$ cat src/rtl/output_port_alloc_pkg.sv
// Shared parameters and helpers for the per-output-port switch allocator.
package output_port_alloc_pkg;

  localparam int FW_DEF   = 64;
  localparam int P_DEF    = 7;
  localparam int B_DEF    = 4;
  localparam int R_FLG    = 36;
  localparam int X_FLG    = R_FLG + 12;
  localparam int CREDIT_W = B_DEF + 1;

  // Round-robin pointer width for a given number of competing inputs.
  function automatic int ptr_width(input int p);
    return (p > 1) ? $clog2(p) : 1;
  endfunction

endpackage

$ cat src/rtl/output_port_alloc_rr_arbiter.sv
// Combinational round-robin arbiter: searches req upward from ptr, wrapping
// P-1 -> 0, and returns a one-hot grant plus the pointer for the next round.
module rr_arbiter
  import output_port_alloc_pkg::*;
#(
  parameter int P  = P_DEF,
  parameter int PW = ptr_width(P)
) (
  input  logic [P-1:0]  i_req,
  input  logic [PW-1:0] i_ptr,
  input  logic          i_en,
  output logic [P-1:0]  o_gnt,
  output logic [PW-1:0] o_next_ptr
);

  logic w_found;
  int   w_idx;

  // First requester at or above the pointer wins; pointer moves past it.
  always_comb begin
    o_gnt      = '0;
    o_next_ptr = i_ptr;
    w_found    = 1'b0;
    w_idx      = 0;
    for (int i = 0; i < P; i++) begin
      w_idx = int'(i_ptr) + i;
      if (w_idx >= P) w_idx = w_idx - P;
      if (i_en && !w_found && i_req[w_idx]) begin
        w_found      = 1'b1;
        o_gnt[w_idx] = 1'b1;
        o_next_ptr   = (w_idx == P - 1) ? '0 : PW'(w_idx + 1);
      end
    end
  end

endmodule

$ cat src/rtl/output_port_alloc.sv
// Per-output-port switch allocator and crossbar slice with downstream
// credit tracking. Optional macro OUTPUT_PORT_ALLOC_CREDIT_CHK_EN enables the
// sticky credit overflow flag and simulation-time grant/credit checks.
module output_port_alloc
  import output_port_alloc_pkg::*;
#(
  parameter int FW = FW_DEF,
  parameter int P  = P_DEF,
  parameter int B  = B_DEF
) (
  input  logic          i_clk,
  input  logic          i_rst,
  input  logic [P-1:0]  i_port_req,
  input  logic [P*FW-1:0] i_flit_in,
  input  logic          i_credit_in,
  output logic [P-1:0]  o_grant,
  output logic [FW-1:0] o_flit_out,
  output logic          o_flit_out_wr,
  output logic          o_credit_err
);

  localparam int PW = ptr_width(P);
  localparam int CW = B + 1;
  localparam logic [CW-1:0] CREDIT_MAX = CW'(2**B);

  logic [PW-1:0] r_rr_ptr;
  logic [P-1:0]  r_grant;
  logic [CW-1:0] r_credit_cnt;
  logic [FW-1:0] r_flit_out;
  logic          r_flit_out_wr;

  logic [P-1:0]  w_eligible;
  logic [P-1:0]  w_gnt;
  logic [PW-1:0] w_next_ptr;
  logic          w_decision;
  logic          w_credit_ok;
  logic          w_overflow;
  logic [FW-1:0] w_flit_mux;

  // An input granted last cycle is masked so it has time to drop its request.
  assign w_eligible  = i_port_req & ~r_grant;
  assign w_credit_ok = (r_credit_cnt != '0);
  assign w_decision  = |w_gnt;
  assign w_overflow  = i_credit_in && !w_decision && (r_credit_cnt == CREDIT_MAX);

  rr_arbiter #(.P(P), .PW(PW)) u_arb (
    .i_req      (w_eligible),
    .i_ptr      (r_rr_ptr),
    .i_en       (w_credit_ok),
    .o_gnt      (w_gnt),
    .o_next_ptr (w_next_ptr)
  );

  // One-hot AND-OR mux selecting the granted input's flit.
  always_comb begin
    w_flit_mux = '0;
    for (int i = 0; i < P; i++) begin
      w_flit_mux = w_flit_mux | (i_flit_in[i*FW +: FW] & {FW{r_grant[i]}});
    end
  end

  // Arbitration state: grant register and round-robin pointer.
  always_ff @(posedge i_clk) begin
    if (i_rst) begin
      r_grant  <= '0;
      r_rr_ptr <= '0;
    end else begin
      r_grant <= w_gnt;
      if (w_decision) r_rr_ptr <= w_next_ptr;
    end
  end

  // Credit counter: decision consumes, credit_in returns, both cancel out.
  always_ff @(posedge i_clk) begin
    if (i_rst) begin
      r_credit_cnt <= CREDIT_MAX;
    end else if (w_decision && !i_credit_in) begin
      r_credit_cnt <= r_credit_cnt - 1'b1;
    end else if (!w_decision && i_credit_in && (r_credit_cnt != CREDIT_MAX)) begin
      r_credit_cnt <= r_credit_cnt + 1'b1;
    end
  end

  // Output registers: flit is launched the cycle after the grant.
  always_ff @(posedge i_clk) begin
    if (i_rst) begin
      r_flit_out    <= '0;
      r_flit_out_wr <= 1'b0;
    end else begin
      r_flit_out_wr <= |r_grant;
      if (|r_grant) r_flit_out <= w_flit_mux;
    end
  end

  assign o_grant       = r_grant;
  assign o_flit_out    = r_flit_out;
  assign o_flit_out_wr = r_flit_out_wr;

`ifdef OUTPUT_PORT_ALLOC_CREDIT_CHK_EN
  logic r_credit_err;

  // Sticky flag for a credit returned while the counter is already full.
  always_ff @(posedge i_clk) begin
    if (i_rst) r_credit_err <= 1'b0;
    else if (w_overflow) r_credit_err <= 1'b1;
  end

  assign o_credit_err = r_credit_err;

  // Simulation checks on grant shape and credit usage.
  always_ff @(posedge i_clk) begin
    if (!i_rst) begin
      if (!$onehot0(r_grant)) $error("output_port_alloc: grant not one-hot %b", r_grant);
      if (w_decision && (r_credit_cnt == '0)) $error("output_port_alloc: grant with zero credit");
    end
  end
`else
  assign o_credit_err = 1'b0;
`endif

endmodule
$ cat config.mk
export PLATFORM = sky130hd
export DESIGN_NAME = output_port_alloc
export DESIGN_NICKNAME = d
export VERILOG_FILES = /design/src/rtl/output_port_alloc_pkg.sv /design/src/rtl/output_port_alloc_rr_arbiter.sv /design/src/rtl/output_port_alloc.sv
export SDC_FILE = /design/constraint.sdc
export NUM_CORES = 1
export LEC_CHECK = 0
export ABC_AREA = 1
export CORE_AREA = 2 2 208 210
export CTS_BUF_LIST = sky130_fd_sc_hd__clkbuf_4 sky130_fd_sc_hd__clkbuf_8 sky130_fd_sc_hd__clkbuf_16
export DETAILED_ROUTE_END_ITERATION = 7
export DIE_AREA = 0 0 210 212
export PLACE_DENSITY = 0.59
export SLEW_MARGIN = 20
export SYNTH_ARGS = -nofsm -noshare
export SYNTH_HDL_FRONTEND = slang
export SYNTH_SLANG_ARGS = --single-unit
$ cat constraint.sdc
create_clock -name i_clk -period 4.85 [get_ports i_clk]
set_input_delay 0.485 -clock i_clk [delete_from_list [all_inputs] [get_ports i_clk]]
set_output_delay 0.485 -clock i_clk [all_outputs]
set_load 0.01 [all_outputs]
==> results of run 1 <==
[through the flow]
stage	cells	instance area, um2	hold WS (ns)	TNS (ns)	worst slack, ns
finish	2337	14100	0.482	0	0.377
global route	2337	14100	0.501	-0.0287	-0.0145
CTS	2333	14000	0.485	0	0.131
detailed placement	2317	13800	0.472	0	0.148
global placement	2317	13800	0.459	0	0.330
floorplan	1286	7850	0.449	0	0.783
[critical path, delay by kind of cell, from the launching register on]
kind	cells	cell delay, ns
XOR/XNOR	1	0.14
AND/OR/NAND/NOR	21	2.19
AO/OA/AOI/OAI	2	0.22
buffers and inverters	4	0.52
flip-flops	1	0.41
adder cells (fa/ha/maj)	2	0.80
[final timing paths]
| kind | from | end | slack (ns) | depth (start not counted) |
|---|---|---|---|---|
| setup / recovery | r_rr_ptr[1] | r_credit_cnt[3] | 0.38 | 30 |
| hold / removal | o_flit_out[1] | o_flit_out[1] | 0.48 | 2 |
| setup reg to reg | r_rr_ptr[1] | r_credit_cnt[3] | 0.38 | 30 |
| hold reg to reg | o_flit_out[1] | o_flit_out[1] | 0.48 | 2 |
[sequential cells by signal (all words and copies together), names as in the netlist]
signal / flops
o_flit_out: 64
r_rr_ptr: 3
o_grant: 7
o_flit_out_wr: 1
r_credit_cnt: 5
[repair_timing]
item	4_1_cts	5_1_grt
buffers inserted	0	3
endpoints found under the hold margin	0	0
endpoints found under the setup margin	0	4
resized for setup	0	4
[layer usage]
layer,track usage [%],routed length [um],vias to the layer above
met5,0,21,-
met4,8.78,1870,4
met3,6.25,4340,79
met2,36.1,23300,579
met1,23.3,18700,5138
li1,-,-,5411
[cells by family (layout without fill, tap and decap cells)]
group | after synthesis | after routing | synth area share (%)
xor gates and xnor gates | 9 | 9 | 1.00
and+or+nand+nor | 758 | 758 | 41.3
adders and majority gates | 42 | 42 | 6.88
DFF | 80 | 80 | 20.4
AOI/OAI and AO/OA | 230 | 230 | 21.8
other | 1 | 2 | 0.0478
buffers and inverters | 166 | 670 | 8.61
[Yosys cell counts (4+ instances only)]
cell	number	share of area (%)
a21oi_1	24	1.5
a221oi_1	68	7.6
a22o_1	24	2.7
a31oi_1	34	2.7
a41oi_1	30	3.3
buf_1	12	0.57
buf_6	5	0.72
clkbuf_1	52	2.5
dfxtp_1	80	20
ha_1	40	6.4
inv_1	85	4.1
inv_2	7	0.33
nand2_1	486	23
nand2_2	16	1.3
nand2_4	8	1.1
nand3_1	89	5.7
nand4_1	28	2.2
nor2_1	104	5.0
nor2_2	6	0.48
nor3_1	4	0.25
o211ai_1	9	0.86
o21ai_0	22	1.4
o21ai_1	8	0.51
xnor2_1	6	0.67
[layout make-up]
cell class / count / area (um2) / share of cell area [%]
timing repair buffer: 559 / 5530 / 39.3
inverter: 95 / 364 / 2.59
sequential: 80 / 1620 / 11.5
clock inverter: 4 / 26.3 / 0.187
tap: 546 / 683 / 4.85
antenna: 1 / 2.50 / 0.0178
clock buffer: 12 / 267 / 1.89
multi-input combinational: 1040 / 5590 / 39.7
[power groups by stage]
| stage | sequential, mW | clock, mW | combinational (mW) |
|---|---|---|---|
| 6_report | 1.20 | 0.702 | 6.19 |
| 5_1_grt | 1.24 | 0.759 | 6.82 |
| 4_1_cts | 1.21 | 0.734 | 6.13 |
| 3_5_place_dp | 1.21 | 0 | 6.10 |
| 3_3_place_gp | 1.20 | 0 | 6.11 |
| 2_1_floorplan | 1.29 | 0 | 3.59 |
==> flow_metrics.py, run 1 <==
metrics = {
    "run_status": {
        "status": "finished, final reports clean",
    },
    "floorplanning": {
        "io_pins": 531,
        "rows": 76,
        "die_x_um": 210,
        "die_y_um": 212,
        "core_um2": 42500,
        "dieArea_um2": 44500,
        "initial_core_util_pct": 18.5,
    },
    "finish": {
        "area_delta_synth_final_pct": 79.3,
        "post-route-util_pct": 33.1,
        "fill_cells": 4597,
        "drive_above_1_share_pct": 6.20,
        "nets": 2285,
        "final_common_cell": "clkdlybuf4s50_1",
        "final_cell_mix": "clkdlybuf4s50_1 (528), nand2_1 (486), nor2_1 (104)",
    },
    "worst_setup_path": {
        "end_kind": "flop",
        "cp_slowest_cell": "ha_1",
        "start_kind": "flop",
        "crit_type": "reg2reg",
        "critPathArrivalTime_ns": 4.68,
        "crit_required_ns": 5.06,
        "path_max_fanout": 12,
        "max_stage_delay_ns": 0.46,
        "path_common_cell": "nand2_1",
    },
    "power": {
        "power.internal_mw": 3.77,
        "seqPwrFrac_pct": 14.8,
        "pwr_density_cell_nw_per_um2": 575,
        "swShare_pct": 53.5,
        "power.total_mw": 8.09,
        "p_leak_nw": 5.52,
        "irDropWorstVdd_mv": 0.375,
        "p_clk_share_pct": 8.7,
        "switching_power_mw": 4.33,
        "combPwrFrac_pct": 76.5,
    },
    "global_routing": {
        "grt_pass1_wl_um": 68400,
        "track_usage_pct": 20.6,
        "grt_pass1_vias": 11179,
        "grt_start_max_net_pins": 77,
        "antenna_found_initial": 4,
        "gr-total-overflow": 0,
    },
    "clock_tree": {
        "clk_latency_ns": 0.37,
        "ctsHoldBuffers": 0,
        "cts_tree": "yes",
        "path_clk_slew_ns": 0.07,
        "cts_buffers": 9,
        "cts_max_level": 3,
        "cts.sinks": 80,
        "cts_buffer_depth": 2,
        "cts_root_buf": "clkbuf_16",
    },
    "drt": {
        "dr.pass1.iters": 6,
        "vias": 11211,
        "drc": 0,
        "post_drt_wl_per_cell_um": 20.7,
        "drtAntennaViolNets": 0,
        "viasPerCell": 4.80,
        "drtIter0Drc": 817,
        "wirelength_um": 48300,
    },
    "logic_synthesis": {
        "syn_area_um2": 7850,
        "synth_cell_types": 46,
        "yosys_warnings": 0,
        "synthesis.nets": 1786,
        "synth_ff_type": "dfxtp_1",
        "syn_area_per_cell_um2": 6.11,
        "postSynthCellCount": 1286,
        "synth-seq-cells": 80,
        "synth-edff-count": 0,
        "async_flop_share_pct": 0,
        "yosysSeqAreaShare_pct": 20.4,
    },
    "sta": {
        "max_freq_ghz": 0.224,
        "worst_pin_slew_ns": 0.980,
        "period_needed_ns": 4.47,
        "maxSlewViolCount": 0,
        "maxSlewHeadroom_pct": 34.6,
        "fin_crit_sh_pct": 92.2,
        "setup_viol": 0,
        "skew_ns": 0.0119,
        "hold_viol": 0,
    },
    "placement": {
        "gp_routability_congestion": 0.972,
        "numPortBuffers": 529,
        "hpwl_um": 38600,
    },
    "min_path": {
        "hold_class": "reg2reg",
    },
    "run": {
        "cap_violations": 0,
    },
}
Power figures use the tool's default switching activity.
==> run 2, diff against run 1 <==
Settings changed: SLEW_MARGIN 20 to 10.
==> results of run 2 <==
Same layout as run 1: the final DEF is identical, and so are final timing and power.
==> run 3, diff against run 2 <==
Settings changed: GPL_TIMING_DRIVEN from default to 0, SKIP_CTS_REPAIR_TIMING from default to 1.
==> run 3 against run 2 <==
Design area grew 1.4%; critical endpoint is now r_credit_cnt[4]; via count rose by 5.4%; fmax is 0.27% higher.
==> flow_metrics.py, run 3 (synthesis gave the netlist of run 1 again) <==
metrics = {
    "clock_tree": {
        "cts_max_level": 3,
        "path_clk_slew_ns": 0.06,
        "cts.sinks": 80,
        "cts_root_buf": "clkbuf_16",
        "cts_buffer_depth": 2,
        "cts_buffers": 9,
        "cts_tree": "yes",
        "clk_latency_ns": 0.36,
    },
    "sta": {
        "hold_viol": 0,
        "maxSlewViolCount": 0,
        "maxSlewHeadroom_pct": 19.0,
        "max_freq_ghz": 0.224,
        "rsz0062_at_grt": "false",
        "worst_pin_slew_ns": 1.22,
        "setup_tns_ns": 0,
        "skew_ns": 0.00836,
        "fin_crit_sh_pct": 92.0,
        "setup_viol": 0,
        "period_needed_ns": 4.46,
    },
    "run_status": {
        "status": "finished, final reports clean",
    },
    "power": {
        "pwr_density_cell_nw_per_um2": 581,
        "power.internal_mw": 3.79,
        "irDropWorstVdd_mv": 0.213,
        "switching_power_mw": 4.50,
        "p_clk_share_pct": 8.2,
        "seqPwrFrac_pct": 14.6,
        "p_leak_nw": 5.51,
        "swShare_pct": 54.3,
        "power.total_mw": 8.29,
        "combPwrFrac_pct": 77.1,
    },
    "floorplanning": {
        "initial_core_util_pct": 18.5,
        "dieArea_um2": 44500,
        "die_y_um": 212,
        "io_pins": 531,
        "core_um2": 42500,
        "rows": 76,
        "die_x_um": 210,
    },
    "finish": {
        "largest_register_ffs": 64,
        "fin_area_um2": 14300,
        "final_common_cell": "clkdlybuf4s50_1",
        "area_delta_synth_final_pct": 81.8,
        "final_cell_mix": "clkdlybuf4s50_1 (528), nand2_1 (486), nor2_1 (101)",
        "nets": 2335,
        "drive_above_1_share_pct": 5.49,
    },
    "worst_setup_path": {
        "end_kind": "flop",
        "r2r_start": "r_rr_ptr[1]",
        "path_common_cell": "nand2_1",
        "crit_required_ns": 5.10,
        "max_stage_delay_ns": 0.46,
        "crit_type": "reg2reg",
        "critPathLaunch": "r_rr_ptr[1]",
        "critPathArrivalTime_ns": 4.71,
        "start_kind": "flop",
        "cp_slowest_cell": "fa_2",
        "path_max_fanout": 8,
    },
    "min_path": {
        "hold_class": "reg2reg",
        "hold_path.startpoint": "o_flit_out[8]",
    },
    "placement": {
        "hpwl_um": 45500,
        "numPortBuffers": 528,
        "place_area_um2": 13800,
        "gp_routability_congestion": 0.975,
    },
    "drt": {
        "vias": 11821,
        "drc": 0,
        "post_drt_wl_per_cell_um": 22.9,
        "drtIter0Drc": 932,
        "wirelength_um": 54800,
        "dr.pass1.iters": 7,
        "viasPerCell": 4.94,
        "drtAntennaViolNets": 0,
    },
    "global_routing": {
        "antenna_found_initial": 9,
        "gr-total-overflow": 0,
        "grt_pass1_vias": 11447,
        "grt_start_max_net_pins": 13,
        "track_usage_pct": 23.2,
        "grt_pass1_wl_um": 74300,
    },
    "run": {
        "cap_violations": 0,
    },
}
[run 3: final timing paths]
check	endpoint	slack, ns	depth (start not counted)
setup / recovery	r_credit_cnt[4]	0.39	28
hold / removal	o_flit_out[8]	0.48	2
hold reg to reg	o_flit_out[8]	0.48	2
setup reg to reg	r_credit_cnt[4]	0.39	28
[run 3: power groups by stage]
| stage | Sequential (mW) | Clock (mW) | Combinational [mW] |
|---|---|---|---|
| 2_1_floorplan | 1.29 | 0 | 3.59 |
| 5_1_grt | 1.25 | 0.724 | 7.02 |
| 3_3_place_gp | 1.20 | 0 | 6.11 |
| 4_1_cts | 1.20 | 0.703 | 6.22 |
| 6_report | 1.21 | 0.683 | 6.39 |
| 3_5_place_dp | 1.21 | 0 | 6.19 |
[run 3: worst max-delay path: cells and delay by family, from the launching register on]
family          cells  cell delay, ns
buf+inv             4            0.42
fa+ha+maj           3            0.95
compound gates      2            0.42
simple gates       19            2.12
flops               1            0.42
[run 3: metal layers]
metal  GRT usage (%)  part of all wire, %  wire (um)  vias to the layer above
met3            6.94                  9.5       5210                       95
met1            27.0                   39      21400                     5481
li1                -                    -          -                     5526
met2            38.9                   47      25800                      715
met4            11.2                  4.2       2300                        4
met5            1.11                 0.14         79                        -
[run 3: final cells by class]
class / instances / area (um2)
well taps: 546 / 683
diodes: 6 / 15.0
fillers: 4600 / 28200
inverters: 95 / 374
clock inverters: 3 / 17.5
flip-flops and latches: 80 / 1610
multi-input cells: 1040 / 5640
repair buffers: 538 / 5360
clock buffers: 12 / 260
plain buffers: 71 / 312
[run 3: metrics by stage]
| step | util [%] | cells | worst slack (ns) | hold WS (ns) |
|---|---|---|---|---|
| after floorplan | - | 1286 | 0.783 | 0.449 |
| after global placement | 32.5 | 2360 | -0.147 | 0.464 |
| after detailed placement | 32.5 | 2360 | -0.230 | 0.471 |
| after CTS | 33.2 | 2375 | -0.274 | 0.482 |
| after global routing | 33.6 | 2389 | 0.00668 | 0.495 |
| final | 33.6 | 2391 | 0.390 | 0.482 |
